File: src/rtl/q3_bit_serializer.sv
// q3_bit_serializer
//   Parallel-to-serial feeder for the divisible-by-5 serial checker. A word is
//   taken on a valid/ready handshake and sent MSB-first, one bit per clock, with
//   framing strobes so the consumer can realign its remainder FSM per word.
//
// Parameters
//   WIDTH  bits per word (>= 2)
//   GAP    idle cycles inserted after each word's last bit (>= 0)
//
// Ports
//   clk        rising-edge clock
//   rst_n      asynchronous active-low reset
//   in_valid   in_data holds a word to load
//   in_ready   block can accept a word this cycle
//   in_data    parallel word, bit WIDTH-1 goes out first
//   num        serial bit
//   num_valid  num carries a word bit this cycle
//   num_first  num is bit WIDTH-1 of a word
//   num_last   num is bit 0 of a word
//   busy       state is not IDLE
//   exp_d5     (Q3_SERIALIZER_REF_MOD5_EN only) golden "word mod 5 == 0"
//   exp_valid  (Q3_SERIALIZER_REF_MOD5_EN only) one-cycle pulse after num_last
//
// Optional feature macro: Q3_SERIALIZER_REF_MOD5_EN adds a reference remainder
// tracker and the exp_d5 / exp_valid ports.
module q3_bit_serializer #(
  parameter int WIDTH = 8,
  parameter int GAP   = 0
) (
  input  logic             clk,
  input  logic             rst_n,
  input  logic             in_valid,
  output logic             in_ready,
  input  logic [WIDTH-1:0] in_data,
  output logic             num,
  output logic             num_valid,
  output logic             num_first,
  output logic             num_last,
  output logic             busy
`ifdef Q3_SERIALIZER_REF_MOD5_EN
  ,
  output logic             exp_d5,
  output logic             exp_valid
`endif
);

  localparam int CW = (WIDTH > 1) ? $clog2(WIDTH) : 1;
  localparam int GW = (GAP > 0) ? $clog2(GAP + 1) : 1;
  localparam logic [CW-1:0] LAST_CNT = CW'(WIDTH - 1);
  // Only meaningful when GAP > 0; clamped so the GAP == 0 build stays in range.
  localparam logic [GW-1:0] GAP_LOAD = GW'((GAP > 0) ? (GAP - 1) : 0);
  localparam bit NO_GAP = (GAP == 0);

  typedef enum logic [1:0] {
    S_IDLE  = 2'd0,
    S_SHIFT = 2'd1,
    S_GAP   = 2'd2
  } state_t;

  state_t           state_q, state_d;
  logic [WIDTH-1:0] sreg_q, sreg_d;
  logic [CW-1:0]    cnt_q, cnt_d;
  logic [GW-1:0]    gcnt_q, gcnt_d;

  logic is_shift;
  logic is_last;
  logic hs;

  assign is_shift = (state_q == S_SHIFT);
  assign is_last  = is_shift && (cnt_q == LAST_CNT);

  // With no gap the last-bit cycle also accepts the next word so words stream
  // back to back without a bubble.
  assign in_ready = (state_q == S_IDLE) || (is_last && NO_GAP);
  assign hs       = in_valid && in_ready;

  // Outputs come straight from state and shift-register flops only.
  assign num_valid = is_shift;
  assign num       = is_shift && sreg_q[WIDTH-1];
  assign num_first = is_shift && (cnt_q == '0);
  assign num_last  = is_last;
  assign busy      = (state_q != S_IDLE);

  always_ff @(posedge clk or negedge rst_n) begin
    if (!rst_n) begin
      state_q <= S_IDLE;
      sreg_q  <= '0;
      cnt_q   <= '0;
      gcnt_q  <= '0;
    end else begin
      state_q <= state_d;
      sreg_q  <= sreg_d;
      cnt_q   <= cnt_d;
      gcnt_q  <= gcnt_d;
    end
  end

  always_comb begin
    state_d = state_q;
    sreg_d  = sreg_q;
    cnt_d   = cnt_q;
    gcnt_d  = gcnt_q;
    case (state_q)
      S_IDLE: begin
        if (hs) begin
          sreg_d  = in_data;
          cnt_d   = '0;
          state_d = S_SHIFT;
        end
      end
      S_SHIFT: begin
        sreg_d = {sreg_q[WIDTH-2:0], 1'b0};
        cnt_d  = cnt_q + CW'(1);
        if (is_last) begin
          cnt_d = '0;
          if (hs) begin
            sreg_d  = in_data;
            state_d = S_SHIFT;
          end else if (NO_GAP) begin
            state_d = S_IDLE;
          end else begin
            gcnt_d  = GAP_LOAD;
            state_d = S_GAP;
          end
        end
      end
      S_GAP: begin
        // Loaded with GAP-1 and left on the cycle it reads 0: GAP cycles total.
        if (gcnt_q == '0) begin
          state_d = S_IDLE;
        end else begin
          gcnt_d = gcnt_q - GW'(1);
        end
      end
      default: begin
        state_d = S_IDLE;
      end
    endcase
  end

`ifdef Q3_SERIALIZER_REF_MOD5_EN
  // Reference remainder of the bits sent so far, kept in 0..4.
  logic [2:0] rem_q;
  logic [3:0] rem_dbl;
  logic [2:0] rem_nxt;

  assign rem_dbl = {rem_q, 1'b0} + {3'b000, num};
  assign rem_nxt = (rem_dbl >= 4'd5) ? 3'(rem_dbl - 4'd5) : rem_dbl[2:0];

  always_ff @(posedge clk or negedge rst_n) begin
    if (!rst_n) begin
      rem_q     <= '0;
      exp_d5    <= 1'b0;
      exp_valid <= 1'b0;
    end else begin
      // A handshake in the last-bit cycle clears for the next word; the
      // finishing word's result is taken from rem_nxt below.
      if (hs) begin
        rem_q <= '0;
      end else if (num_valid) begin
        rem_q <= rem_nxt;
      end
      exp_valid <= is_last;
      if (is_last) begin
        exp_d5 <= (rem_nxt == 3'd0);
      end
    end
  end
`endif

endmodule

File: config.mk
export PLATFORM = sky130hd
export DESIGN_NAME = q3_bit_serializer
export DESIGN_NICKNAME = d
export VERILOG_FILES = /design/src/rtl/q3_bit_serializer.sv
export SDC_FILE = /design/constraint.sdc
export NUM_CORES = 1
export LEC_CHECK = 0
export ABC_AREA = 0
export BUFFER_PORTS_ARGS = -buffer_cell sky130_fd_sc_hd__buf_2
export CAP_MARGIN = 25
export CORE_UTILIZATION = 38
export CTS_CLUSTER_SIZE = 14
export DETAILED_ROUTE_END_ITERATION = 8
export MAX_ROUTING_LAYER = met4
export SLEW_MARGIN = 10
export SYNTH_ARGS = -nofsm -noshare
export SYNTH_HDL_FRONTEND = slang
export SYNTH_SLANG_ARGS = --single-unit
File: constraint.sdc
create_clock -name clk -period 1.87 [get_ports clk]
set_input_delay 0.2805 -clock clk [delete_from_list [all_inputs] [get_ports clk]]
set_output_delay 0.2805 -clock clk [all_outputs]
set_load 0.02 [all_outputs]
Word-level counts from Yosys, hierarchy flattened
Index checks and enable logic that the tools add are counted.
{ "classes": {"add_sub_neg": 2, "n_eq_ne": 6, "n_mux": 13, "reduce_logical": 11} }
{ "ops": {"columns": ["cell", "n"], "rows": [
  ["two-way mux 8 bit", 3],
  ["one-hot mux 8 bit (2 select lines)", 1],
  ["two-way mux 2 bit", 3],
  ["two-way mux 3 bit", 2],
  ["inequality test 2 bit, second input constant", 3],
  ["one-hot mux 2 bit (3 select lines)", 1],
  ["one-hot mux 3 bit (2 select lines)", 1],
  ["logical AND 1 bit", 4],
  ["nonzero test 2 bit", 2],
  ["adder 3 x 1 -> 3 bit, second input constant", 1],
  ["equality test 3 bit, second input constant", 1],
  ["zero test 3 bit", 1],
  ["AND reduction 3 bit", 1],
  ["equality test 2 x 1 -> 1 bit, second input constant", 1],
  ["equality test 2 bit, second input constant", 1],
  ["zero test 2 bit", 1],
  ["two-way mux 1 bit", 2],
  ["AND reduction 2 bit", 1],
  ["logical OR 1 bit", 1],
  ["subtractor 1 bit, second input constant", 1]
]} }
{ "word_totals": {"regBits": 14, "output_inout_bits": 6} }

Logic depth before layout (Yosys ltp)
Gate-level depths: netlist of run 1.
{ "depth": {"depth_word": 7, "mapped_depth": 6, "depth_no_buf": 5} }

Worst setup path before layout of run 1
No wires, ideal clock.
{ "synth_path": {"path_type": "register -> output", "start": "register cnt_q[0]", "end": "output num_last", "t_arrival_ns": 1.130, "t_required_ns": 1.590, "setup_slack_ns": 0.459, "path_stages_with_launch": 5, "path_buffers": 1, "cell_sequence": "dfrtp_1 > ha_1 > ha_1 > buf_2 > and2_1"} }
{ "synth_between": {"elab_chain_cells": 2} }
{ "synth_rtl": {"columns": ["item", "line_no", "source"], "rows": [
  ["start: declaration", "62", "logic [CW-1:0] cnt_q, cnt_d;"],
  ["start signal: assignment", "93", "cnt_q <= cnt_d;"],
  ["equality test 3 bit", "70", "assign is_last = is_shift && (cnt_q == LAST_CNT);"],
  ["logical AND 1 bit", "70", null],
  ["end: declaration", "38", "output logic num_last,"]
]} }
No other way between the ends.

Worst setup path after layout of run 1
Same ends and word-level chain as after synthesis.

==> results of run 1 <==
## cell usage after synthesis (all sizes together)
library cell	n	area share [%]
dfrtp	12	44
o21ai	9	6.5
mux2i	8	12
a31oi	7	6.4
and3	7	6.4
buf	5	6.7
nand2	4	3.3
ha	3	5.4
inv	3	1.6
and2	2	1.8
nor2	2	1.1
a22o	1	1.3
and2b	1	1.1
clkbuf	1	0.54
nand2b	1	0.91
nand3	1	0.73
o31ai	1	1.1
## layout by cell type, fill, tap and decap left out, types with 2 or more instances in the layout
cell type / synthesis / layout
buf_4: 1 / 4
clkbuf_4: 0 / 3
ha_1: 3 / 2
and3_1: 7 / 7
buf_2: 1 / 15
inv_1: 3 / 2
nand2_1: 3 / 3
o21ai_1: 7 / 7
a31oi_1: 7 / 7
o21ai_0: 2 / 2
dfrtp_1: 12 / 12
nor2_1: 2 / 2
and2_1: 2 / 2
mux2i_1: 8 / 8
## per-layer routing
| metal | track usage, % | up-vias | wire (um) |
|---|---|---|---|
| met4 | 5.45 | 0 | 12 |
| met1 | 19.0 | 268 | 599 |
| met5 | - | - | 0 |
| met2 | 23.2 | 19 | 584 |
| met3 | 7.35 | 2 | 91 |
| li1 | - | 279 | - |
## power groups by stage
stage | Combinational (uW) | Sequential, uW | Clock, uW
3_5_place_dp | 465 | 419 | 0
3_3_place_gp | 455 | 419 | 0
6_report | 474 | 415 | 156
4_1_cts | 468 | 414 | 165
5_1_grt | 535 | 431 | 181
2_1_floorplan | 345 | 414 | 0
## what timing repair did
action / CTS / global route
gates resized for setup: 0 / 3
hold endpoints to repair: 12 / 0
hold buffers: 1 / 0
endpoints found under the setup margin: 0 / 2
## through the flow
step | hold slack [ns] | utilization (%)
after floorplan | -0.0151 | -
after global placement | 0.183 | 45.3
after detailed placement | 0.183 | 45.3
after CTS | 0.266 | 47.2
after global routing | 0.290 | 47.5
final | 0.269 | 47.5
## flip-flops by register name, summed over array words and instances, names as in the netlist
name and count:
cnt_q 3, sreg_q 8, state_q 1
## cell families after synthesis
group / share of synthesized area (%)
AOI/OAI and AO/OA: 15.2
adders and majority gates: 5.45
buffers and inverters: 8.89
DFF: 43.6
muxes: 11.6
and+or+nand+nor: 15.2
## worst max-delay path by stage
stage | to | slack [ns] | depth (start not counted)
after floorplan | num_last | 0.46 | 4
after global placement | num_last | 0.36 | 5
after detailed placement | num_last | 0.35 | 5
after CTS | num_last | 0.05 | 5
after global routing | num_last | -0.006 | 5
final | num_last | 0.08 | 5
## worst max-delay path, cell delays in order (launching register included)
cell	delay [ns]
dfrtp_1	0.41
ha_2	0.19
ha_1	0.18
buf_4	0.17
and2_1	0.15
buf_2	0.15
## area by class of cell
class | count | area, sq um
clock buffers | 3 | 22.5
fillers | 154 | 897
inverters | 3 | 11.3
multi-input cells | 47 | 330
flip-flops and latches | 12 | 300
well taps | 25 | 31.3
repair buffers | 20 | 115
==> out/metrics.yaml, run 1 <==
outcome:
  outcome: "finished clean"
power:
  p_leak_uw: 0.000430
  p_sw_uw: 405
  intPower_uw: 641
  switching_share_pct: 38.7
  power.total_uw: 1050
  irDropWorstVdd_mv: 0.601
  combPwrFrac_pct: 45.4
  p_clk_share_pct: 14.9
  powerDensity_nw_per_um2: 1290
  p_seq_share_pct: 39.7
critical_path:
  cp-startpoint: "cnt_q[0]"
  critPathKind: "register to output pin"
  endpoint_kind: "output pin"
  cp.required_ns: 1.59
  timing.rr.end: "sreg_q[3]"
  r2r_start: "cnt_q[0]"
  worst_setup_path_start_kind: "register"
  cp.arrival_ns: 1.51
  critPathMaxFanout: 10
  rrSetupSlack_ns: 0.43
  rr_worst_depth: 6
synth:
  seq_area_frac_synth_pct: 43.6
  synth_cells: 68
  syn_area_sq_um: 689
  yosys_register_bits: 12
  syn_avg_cell_area_sq_um: 10.1
  yosys_warnings: 0
  syn_nets: 82
  ys_types: 21
timing:
  setup_slack_ns: 0.0818
  skew_ns: 0.00621
  max_freq_mhz: 559
  setup_viol: 0
  period_share_pct: 95.6
  finalCriticalPeriod_ns: 1.79
  hold_viol_final: 0
  worst_pin_slew_ns: 0.425
  slew_violations: 0
  setup_tns_ns: 0
  slew_headroom_pct: 71.7
  rsz0062_at_grt: "true"
finish:
  area_delta_synth_final_pct: 17.6
  instances_no_fill: 110
  design_area_sq_um: 811
  drive_gt1_share_pct: 29.4
  final_nets: 101
  antenna_cells: 0
floorplanning:
  start_util_pct: 40.4
  die_area_sq_um: 1990
  row_count: 15
  core_area_sq_um: 1710
  die_h_um: 44.6
  die_w_um: 44.6
  ios: 17
flow_run:
  drv_cap: 0
routing:
  via_count: 568
  dr.first_iter.drc_count: 14
  antenna_left: 0
  wl_per_cell_um: 11.7
  drc_errors: 0
  viasPerCell: 5.16
  firstDrtPassIters: 4
  totalWireLength_mm: 1.29
cts:
  cts_buffer_depth: 2
  clock_latency_ns: 0.27
  cts_tree: "built"
  clkTransAtPathRegs_ns: 0.07
  cts.sinks: 12
  ctsHtreeMaxLevel: 1
  post_cts_buffers: 0
  clock-root-buffer: "clkbuf_4"
  cts_buffers: 3
place:
  hpwl_um: 917
  dp_cells: 106
  postPlaceCellArea_sq_um: 773
  gp_congestion: 0.718
  io_buffers: 16
  pre_cts_slack_ns: 0.351
grt:
  antenna_found_initial: 0
  grt_max_degree: 21
  grt_pass1_wl_mm: 2.13
  first_global_vias: 508
  grt_util_all_layers_pct: 15.8
  overflow: 0
hold_path:
  hp-class: "input port to register"
  min_path_cells: 3
  hold_end: "sreg_q[0]"
  hp-start: "in_data[0]"
(Power assumes the default switching activity.)
==> inputs of run 2 (changes only) <==
--- a/config.mk
+++ b/config.mk
@@ -9,4 +9,5 @@
 export BUFFER_PORTS_ARGS = -buffer_cell sky130_fd_sc_hd__buf_2
 export CAP_MARGIN = 25
+export CORE_ASPECT_RATIO = 1.25
 export CORE_UTILIZATION = 38
 export CTS_CLUSTER_SIZE = 14
==> constraint.sdc (replaced) <==
create_clock -name clk -period 1.6 [get_ports clk]
set_input_delay 0.24 -clock clk [delete_from_list [all_inputs] [get_ports clk]]
set_output_delay 0.24 -clock clk [all_outputs]
set_load 0.05 [all_outputs]
==> out/metrics.yaml, run 2 (synthesized netlist as in run 1, its figures left out) <==
routing:
  dr.first_iter.drc_count: 14
  drc_errors: 0
  viasPerCell: 5.53
  via_count: 586
  wl_per_cell_um: 14.1
  firstDrtPassIters: 4
  totalWireLength_mm: 1.49
  antenna_left: 0
cts:
  cts_buffers: 3
  clock-root-buffer: "clkbuf_4"
  ctsHtreeMaxLevel: 1
  cts_buffer_depth: 2
  cts.sinks: 12
  clock_latency_ns: 0.27
  cts_tree: "built"
  clkTransAtPathRegs_ns: 0.07
critical_path:
  cp-endpoint: "num_last"
  cp.required_ns: 1.36
  cp-startpoint: "cnt_q[1]"
  endpoint_kind: "output pin"
  slowest_stage: "dfrtp_1"
  cp.arrival_ns: 1.44
  critPathKind: "register to output pin"
  critPathMaxFanout: 3
  path_cells: "ha_2, ha_4, buf_4, and2_4, buf_8"
  rrSetupSlack_ns: 0.08
  cpPeakStageDelay_ns: 0.38
  r2r_start: "cnt_q[1]"
  rr_worst_depth: 7
  worst_setup_path_start_kind: "register"
  timing.rr.end: "sreg_q[4]"
grt:
  grt_util_all_layers_pct: 18.4
  grt_max_degree: 21
  overflow: 0
  first_global_vias: 519
  grt_pass1_wl_mm: 2.41
  antenna_found_initial: 0
floorplanning:
  core_area_sq_um: 1620
  die_w_um: 40.1
  die_h_um: 49.6
  start_util_pct: 42.5
  row_count: 16
  ios: 17
  die_area_sq_um: 1990
finish:
  instances_no_fill: 106
  top_regs: "sreg_q (8), cnt_q (3), state_q (1)"
  mostFrequentLayoutCells: "buf_2, dfrtp_1, mux2i_1"
  antenna_cells: 0
  top_register: "sreg_q"
  utilization_pct: 54.0
  area_delta_synth_final_pct: 27.0
  largest_register_ff_count: 8
  final_nets: 104
  drive_gt1_share_pct: 36.4
  final_common_cell: "buf_2"
power:
  p_leak_uw: 0.000453
  irDropWorstVdd_mv: 1.22
  powerDensity_nw_per_um2: 1770
timing:
  slew_violations: 0
  setup_tns_ns: -0.149
  setup_viol: 2
  setup_slack_ns: -0.0787
  rsz0062_at_grt: "true"
  max_freq_mhz: 596
  worst_pin_slew_ns: 0.432
  hold_viol_final: 0
  slew_headroom_pct: 71.2
  period_share_pct: 105
  finalCriticalPeriod_ns: 1.68
  skew_ns: 0.00323
flow_run:
  drv_cap: 0
hold_path:
  hp-class: "input port to register"
place:
  io_buffers: 16
  hpwl_mm: 1.03
  gp_congestion: 0.680
  dp_cells: 100
outcome:
  violations: "negative setup slack"
  outcome: "complete, but fails checks"
[run 2: cell count changes in the layout (fill, tap and decap cells not counted), moves of 2 or more]
cell / previous run / this run
buf_2: 15 / 13
buf_4: 4 / 6
buf_8: 0 / 3
and2_1: 2 / 0
[run 2: metrics by stage]
step	hold WS (ns)	total power [uW]	cell area (sq um)	worst slack, ns
detailed placement	0.136	1220	782	0.102
global placement	0.135	1200	782	0.118
CTS	0.225	1520	856	-0.0819
floorplan	-0.0556	1040	699	-0.00305
finish	0.226	1550	876	-0.0787
global route	0.242	1660	876	-0.142
[run 2: cell type report]
cell class / instances / area, sq um
flip-flops and latches: 12 / 300
well taps: 18 / 22.5
multi-input cells: 47 / 354
fillers: 146 / 746
inverters: 3 / 11.3
clock buffers: 3 / 22.5
repair buffers: 23 / 165
[run 2: repair_timing]
action	4_1_cts	5_1_grt
setup buffers	1	1
pin swaps	1	0
cloned	0	0
gates resized for setup	10	4
hold buffers	1	0
endpoints found under the hold margin	12	0
setup endpoints to repair	3	3
[run 2: report_power, final]
part	switching (uW)	internal, uW
sequential	93.3	416
combinational	481	375
clock	98.3	87.2
total	673	878
[run 2: worst min path at each step]
stage                           from  cells after the start        end
after floorplan                rst_n                      0   cnt_q[0]
after global placement         rst_n                      1  sreg_q[7]
after detailed placement       rst_n                      1  sreg_q[6]
after CTS                 in_data[0]                      3  sreg_q[0]
after global routing      in_data[0]                      3  sreg_q[0]
final                     in_data[0]                      3  sreg_q[0]
[run 2: worst max-delay path: cells and delay by family, from the launching register on]
family	cells	cell delay (ns)
DFF	1	0.38
adders and majority gates	2	0.36
buffers and inverters	2	0.27
and+or+nand+nor	1	0.15
[run 2: layer usage]
metal,track usage [%],wire length (um)
met4,8.62,34
met2,25.5,745
met1,24.9,649
met3,4.05,66
met5,-,0
